### src/rtl/centroid_reader_if.sv
// centroid_reader_if: data-table read port plus valid/ready record stream
interface centroid_reader_if #(
  parameter int WORD_SIZE = 8,
  parameter int OBJ_WIDTH = 16,
  parameter int LOC_SIZE  = 16
);
  logic [WORD_SIZE-1:0]   obj_id;
  logic [3*OBJ_WIDTH-1:0] data_in;
  logic                   out_valid;
  logic                   out_ready;
  logic [WORD_SIZE-1:0]   out_label;
  logic [OBJ_WIDTH-1:0]   out_area;
  logic [LOC_SIZE-1:0]    out_x;
  logic [LOC_SIZE-1:0]    out_y;
  modport master (
    output obj_id, out_valid, out_label, out_area, out_x, out_y,
    input  data_in, out_ready
  );
  modport slave (
    input  obj_id, out_valid, out_label, out_area, out_x, out_y,
    output data_in, out_ready
  );
endinterface

### src/rtl/centroid_reader.sv
// centroid_reader: walks the per-label object table, divides accumulators by area
// and streams one centroid record per non-empty label.
module centroid_reader #(
  parameter int WORD_SIZE = 8,
  parameter int OBJ_WIDTH = 16,
  parameter int LOC_SIZE  = 16,
  parameter int MIN_AREA  = 1
) (
  input  logic                 clk,
  input  logic                 reset_n,
  input  logic                 start_i,
  input  logic [WORD_SIZE-1:0] num_labels_i,
  output logic                 busy_o,
  output logic                 done_o,
  centroid_reader_if.master    bus
);
  localparam int CW = $clog2(OBJ_WIDTH + 1);
  localparam logic [WORD_SIZE-1:0] ONE = 1;
  localparam logic [CW-1:0] CNT_ONE = 1;
  localparam logic [CW-1:0] CNT_LAST = CW'(OBJ_WIDTH - 1);
  localparam logic [OBJ_WIDTH-1:0] MIN_A = OBJ_WIDTH'(MIN_AREA);
  typedef enum logic [2:0] {IDLE, ADDR, READ, DIV, OUT, FIN} state_t;
  state_t state_q, state_d;
  logic [WORD_SIZE-1:0] idx_q, idx_d, lim_q, lim_d, idx_inc;
  logic [OBJ_WIDTH-1:0] area_q, area_d, qx_q, qx_d, qy_q, qy_d, rx_q, rx_d, ry_q, ry_d;
  logic [CW-1:0] cnt_q, cnt_d;
  logic [2*OBJ_WIDTH-1:0] step_x, step_y;
  logic [LOC_SIZE+OBJ_WIDTH-1:0] ext_x, ext_y;
  logic last;
  // One restoring-division step on {remainder, quotient/dividend shift register}
  function automatic logic [2*OBJ_WIDTH-1:0] div_step(
    input logic [OBJ_WIDTH-1:0] r,
    input logic [OBJ_WIDTH-1:0] q,
    input logic [OBJ_WIDTH-1:0] d
  );
    logic [OBJ_WIDTH:0] s;
    logic [OBJ_WIDTH:0] t;
    s = {r, q[OBJ_WIDTH-1]};
    t = s - {1'b0, d};
    return (s >= {1'b0, d}) ? {t[OBJ_WIDTH-1:0], q[OBJ_WIDTH-2:0], 1'b1}
                            : {s[OBJ_WIDTH-1:0], q[OBJ_WIDTH-2:0], 1'b0};
  endfunction
  assign step_x  = div_step(rx_q, qx_q, area_q);
  assign step_y  = div_step(ry_q, qy_q, area_q);
  assign idx_inc = idx_q + ONE;
  assign last    = idx_inc == lim_q;
  always_ff @(posedge clk or negedge reset_n) begin
    if (!reset_n) begin
      state_q <= IDLE;
      idx_q   <= '0;
      lim_q   <= '0;
      area_q  <= '0;
      qx_q    <= '0;
      qy_q    <= '0;
      rx_q    <= '0;
      ry_q    <= '0;
      cnt_q   <= '0;
    end else begin
      state_q <= state_d;
      idx_q   <= idx_d;
      lim_q   <= lim_d;
      area_q  <= area_d;
      qx_q    <= qx_d;
      qy_q    <= qy_d;
      rx_q    <= rx_d;
      ry_q    <= ry_d;
      cnt_q   <= cnt_d;
    end
  end
  always_comb begin
    state_d = state_q;
    idx_d   = idx_q;
    lim_d   = lim_q;
    area_d  = area_q;
    qx_d    = qx_q;
    qy_d    = qy_q;
    rx_d    = rx_q;
    ry_d    = ry_q;
    cnt_d   = cnt_q;
    case (state_q)
      IDLE: if (start_i) begin
        lim_d   = num_labels_i;
        idx_d   = ONE;
        state_d = (num_labels_i <= ONE) ? FIN : ADDR;
      end
      ADDR: state_d = READ;
      READ: begin
        area_d = bus.data_in[OBJ_WIDTH-1:0];
        qx_d   = bus.data_in[2*OBJ_WIDTH-1:OBJ_WIDTH];
        qy_d   = bus.data_in[3*OBJ_WIDTH-1:2*OBJ_WIDTH];
        rx_d   = '0;
        ry_d   = '0;
        cnt_d  = '0;
        if (bus.data_in[OBJ_WIDTH-1:0] < MIN_A) begin
          idx_d   = idx_inc;
          state_d = last ? FIN : ADDR;
        end else state_d = DIV;
      end
      DIV: begin
        {rx_d, qx_d} = step_x;
        {ry_d, qy_d} = step_y;
        cnt_d   = cnt_q + CNT_ONE;
        state_d = (cnt_q == CNT_LAST) ? OUT : DIV;
      end
      OUT: if (bus.out_ready) begin
        idx_d   = idx_inc;
        state_d = last ? FIN : ADDR;
      end
      FIN: state_d = IDLE;
      default: state_d = IDLE;
    endcase
  end
  // Zero-extend before slicing so any LOC_SIZE/OBJ_WIDTH ratio works
  assign ext_x         = {{LOC_SIZE{1'b0}}, qx_q};
  assign ext_y         = {{LOC_SIZE{1'b0}}, qy_q};
  assign bus.obj_id    = idx_q;
  assign bus.out_valid = state_q == OUT;
  assign bus.out_label = idx_q;
  assign bus.out_area  = area_q;
  assign bus.out_x     = ext_x[LOC_SIZE-1:0];
  assign bus.out_y     = ext_y[LOC_SIZE-1:0];
  assign busy_o        = state_q != IDLE;
  assign done_o        = state_q == FIN;
endmodule

### src/flat_wrapper.sv
// flat-port wrapper written by rule: the top's interface ports become plain ports
module centroid_reader_flat 
#(
  parameter int WORD_SIZE = 8,
  parameter int OBJ_WIDTH = 16,
  parameter int LOC_SIZE  = 16,
  parameter int MIN_AREA  = 1
)
  (clk, reset_n, start_i, num_labels_i, busy_o, done_o, bus_obj_id, bus_out_valid, bus_out_label, bus_out_area, bus_out_x, bus_out_y, bus_data_in, bus_out_ready);
  centroid_reader_if #(.WORD_SIZE(WORD_SIZE), .OBJ_WIDTH(OBJ_WIDTH), .LOC_SIZE(LOC_SIZE)) bus_i ();
  input  logic clk;
  input  logic reset_n;
  input  logic start_i;
  input  logic [WORD_SIZE-1:0] num_labels_i;
  output logic busy_o;
  output logic done_o;
  output wire logic [$bits(bus_i.obj_id)-1:0] bus_obj_id;
  output wire logic [$bits(bus_i.out_valid)-1:0] bus_out_valid;
  output wire logic [$bits(bus_i.out_label)-1:0] bus_out_label;
  output wire logic [$bits(bus_i.out_area)-1:0] bus_out_area;
  output wire logic [$bits(bus_i.out_x)-1:0] bus_out_x;
  output wire logic [$bits(bus_i.out_y)-1:0] bus_out_y;
  input wire logic [$bits(bus_i.data_in)-1:0] bus_data_in;
  input wire logic [$bits(bus_i.out_ready)-1:0] bus_out_ready;
  assign bus_obj_id = bus_i.obj_id;
  assign bus_out_valid = bus_i.out_valid;
  assign bus_out_label = bus_i.out_label;
  assign bus_out_area = bus_i.out_area;
  assign bus_out_x = bus_i.out_x;
  assign bus_out_y = bus_i.out_y;
  assign bus_i.data_in = bus_data_in;
  assign bus_i.out_ready = bus_out_ready;
  centroid_reader #(.WORD_SIZE(WORD_SIZE), .OBJ_WIDTH(OBJ_WIDTH), .LOC_SIZE(LOC_SIZE), .MIN_AREA(MIN_AREA)) u_core (.clk(clk), .reset_n(reset_n), .start_i(start_i), .num_labels_i(num_labels_i), .busy_o(busy_o), .done_o(done_o), .bus(bus_i));
endmodule
### config.mk
export PLATFORM = sky130hd
export DESIGN_NAME = centroid_reader_flat
export DESIGN_NICKNAME = d
export VERILOG_FILES = /design/src/rtl/centroid_reader_if.sv /design/src/rtl/centroid_reader.sv /design/src/flat_wrapper.sv
export SDC_FILE = /design/constraint.sdc
export NUM_CORES = 1
export LEC_CHECK = 0
export CORE_MARGIN = 2
export CORE_UTILIZATION = 45
export DETAILED_ROUTE_END_ITERATION = 16
export GPL_ROUTABILITY_DRIVEN = 0
export PLACE_DENSITY = 0.7
export SKIP_CTS_REPAIR_TIMING = 1
export SYNTH_ARGS = -nofsm -noshare
export SYNTH_HDL_FRONTEND = slang
export SYNTH_SLANG_ARGS = --single-unit
### constraint.sdc
create_clock -name clk -period 3.1 [get_ports clk]
set_input_delay 0.31 -clock clk [delete_from_list [all_inputs] [get_ports clk]]
set_output_delay 0.31 -clock clk [all_outputs]
set_load 0.05 [all_outputs]
==> metrics.md <==
| Metric | Value |
|---|---|
| Slew HR | `0.474` |
| First-iteration detailed-routing DRC count | `approximately 390` |
| Worst-path clk slew | `80 ps` |
| Synth Cell Area | `slightly below 7000 um^2` |
| Hold Fails Final Rpt | `21` |
| Final Max Slew Viols | `0` |
| Die height | `approximately 130 um` |
| Vias in the first global route | `around 5.9k` |
| RSZ-0062 raised after global routing | `no` |
| Worst path arrival time | `~2900 ps` |
| Area grow syn2layout | `24.1%` |
| # setup viols final | `0` |
| Hold slack | `-29.6 ps` |
| Synth Register Bits | `104` |
| Clk Latency, worst-skew pair | `approximately 360 ps` |
| Fmax | `~0.38 GHz` |
| Most common cell after layout, fill and taps aside | `nand2_1` |
| Post-synth EDFFs | `0` |
| Primary FF master, synth | `dfrtp_1` |
| Critical path class | `reg2reg` |
| Post-Route WL | `18400 um` |
| Tot GR Track Use | `0.230` |
| P per Cell Area | `1240 nW/um^2` |
| Required time of the critical path | `3310 ps` |
| # port buffers | `126` |
| IO Pins | `about 130` |
| HP Class | `in2async` |
| Post-Synthesis Cells | `approximately 790` |
| Post-route DRC | `0` |
| Setup TNS Final | `0 ps` |
| H-tree depth reported by CTS | `3` |
| Vias after detailed routing | `roughly 6.2k` |
| Die ar. | `between 15000 and 20000 um^2` |
| Status | `finished, violations left` |
| GRT overflow | `0` |
| Slowest-stage cell, CP | `dfrtp_1` |
| Worst-Margin Slew | `a little under 800 ps` |
| Clk sinks | `roughly 100` |
| Failing checks | `negative hold slack` |
| Critical path startpoint category | `flop` |
| Peak supply drop | `0.537 mV` |
| Die X-Extent | `128 um` |
| Row count | `45` |
| CTS tree | `yes` |
| Warnings from Yosys | `0` |
| Crit Path Max Fanout | `14` |
| Yosys cell types | `66` |
| Number of max-cap violations | `0` |
| Syn nets | `approximately 880` |
| Mapped Avg Cell Area | `8.75 um^2` |
| Min cycle time layout | `2640 ps` |
| Period Utilization, post-route | `0.853` |
| Initial antenna violation count | `0` |
| Wire per inst | `around 17 um` |
| Largest stage delay on the critical path | `~460 ps` |
| CTS max path bufs | `2` |
| Commonest non-fill, non-tap cells in the layout | `137 x nand2_1, 125 x clkdlybuf4s50_1, 103 x dfrtp_1` |
| Crit end category | `flop` |
| Final net count | `981` |
| Sequential cell area fraction in the yosys report | `0.378` |
| Inserted Clock Buffers | `9` |
| Largest net degree at the start of global routing | `57` |
| TritonRoute pass-1 iters | `5` |
| Ant. Diodes | `0` |
| Initial core utilization | `0.456` |
| Clk_skew | `around 10 ps` |
| CORE AREA | `about 15000 um^2` |
| ANT nets after route | `0` |
| Root buf cell | `clkbuf_16` |
| LEAKAGE | `between 3 and 4 nW` |
| Vias per cell | `between 5 and 6` |
| Post-DP HPWL | `~13000 um` |
| Global-route wire length before repair | `30100 um` |
| Async S/R FF share, synth | `1.00` |
| Fraction of final layout cells with drive strength greater than 1 | `0.0664` |
| Critical-path cell list | `inv_1, ha_1, nand2b_1, a21oi_2, o21ai_4, a2111oi_4, buf_4, or2_4, o311ai_0` |
## critical path: cells and delay by family (launching register included)
kind | cells | cell delay (ps)
adder cells (fa/ha/maj) | 1 | 310
AO/OA/AOI/OAI | 4 | 980
buffers and inverters | 2 | 420
AND/OR/NAND/NOR | 2 | 340
flip-flops | 1 | 460
## state kept, by name, summed over array words and instances (netlist names)
name / cells
u_core.ry_q: 16
u_core.bus.out_y: 16
u_core.bus.out_x: 16
u_core.bus.obj_id: 8
u_core.cnt_q: 5
u_core.lim_q: 8
u_core.state_q: 3
u_core.bus.out_area: 16
u_core.rx_q: 16
## final timing paths
check                                            start                   end  slack (ps)  cells after the start
max in group asynchronous                      reset_n  u_core.bus.out_x[12]        2400                      2
worst min-delay path                           reset_n       u_core.ry_q[13]         -30                      1
worst max-delay path            u_core.bus.out_area[1]        u_core.rx_q[1]         460                      9
min in group clk                       u_core.cnt_q[3]       u_core.cnt_q[3]         480                      1
worst max register to register  u_core.bus.out_area[1]        u_core.rx_q[1]         460                      9
worst min register to register         u_core.cnt_q[3]       u_core.cnt_q[3]         480                      1
## cell type report
type | instances | area, um^2
clock inverters | 6 | 57.6
clock buffers | 10 | 239
inverters | 26 | 97.6
fillers | 1365 | 6550
well taps | 188 | 235
multi-input cells | 603 | 3930
flip-flops and latches | 104 | 2600
repair buffers | 140 | 1380
## cells by family after synthesis
logic type | count (synthesis) | synth area share
flops | 104 | 0.378
simple gates | 255 | 0.169
xor+xnor | 35 | 0.0445
compound gates | 235 | 0.225
mux | 41 | 0.0614
buf+inv | 80 | 0.0523
fa+ha+maj | 37 | 0.0694
## cell usage after synthesis (all sizes together), types with 10 or more instances
master,n,share of area
nand2,137,0.075
dfrtp,104,0.38
o21ai,89,0.067
ha,35,0.064
a21oi,33,0.025
o211ai,33,0.036
mux2i,31,0.045
nor2,30,0.017
clkbuf,29,0.016
buf,25,0.022
inv,25,0.014
xnor2,21,0.027
o31ai,16,0.017
nor3,15,0.011
xor2,14,0.018
nand2b,12,0.011
nand3,12,0.0087
a211oi,11,0.013
mux2,10,0.016
## per-layer routing
| layer | GRT usage | share of wire | vias to the layer above |
|---|---|---|---|
| met2 | 0.364 | 0.47 | 138 |
| met4 | 0.0931 | 0.027 | 0 |
| li1 | - | - | 3029 |
| met5 | 0 | 0 | - |
| met3 | 0.0330 | 0.043 | 27 |
| met1 | 0.319 | 0.46 | 2976 |
## through the flow
| stage | power (W) | std cells | utilization | instance area (um^2) | setup WS (ps) |
|---|---|---|---|---|---|
| 3_3_place_gp | 0.00930 | 1061 | 0.546 | 8240 | 283 |
| 2_1_floorplan | 0.00748 | 787 | - | 6880 | 432 |
| 5_1_grt | 0.0114 | 1077 | 0.566 | 8540 | 198 |
| 4_1_cts | 0.0106 | 1077 | 0.566 | 8540 | 442 |
| 6_report | 0.0106 | 1077 | 0.566 | 8540 | 456 |
| 3_5_place_dp | 0.00938 | 1061 | 0.546 | 8240 | 242 |
## power by group
| part | internal [W] | switching [W] | leakage [nW] |
|---|---|---|---|
| Combinational | 0.00257 | 0.00447 | 2.14 |
| Clock | 0.000588 | 0.000570 | 0.147 |
| Sequential | 0.00190 | 0.000468 | 1.33 |
| Total | 0.00505 | 0.00551 | 3.62 |
Note: power is estimated with default switching activity, not from simulation.
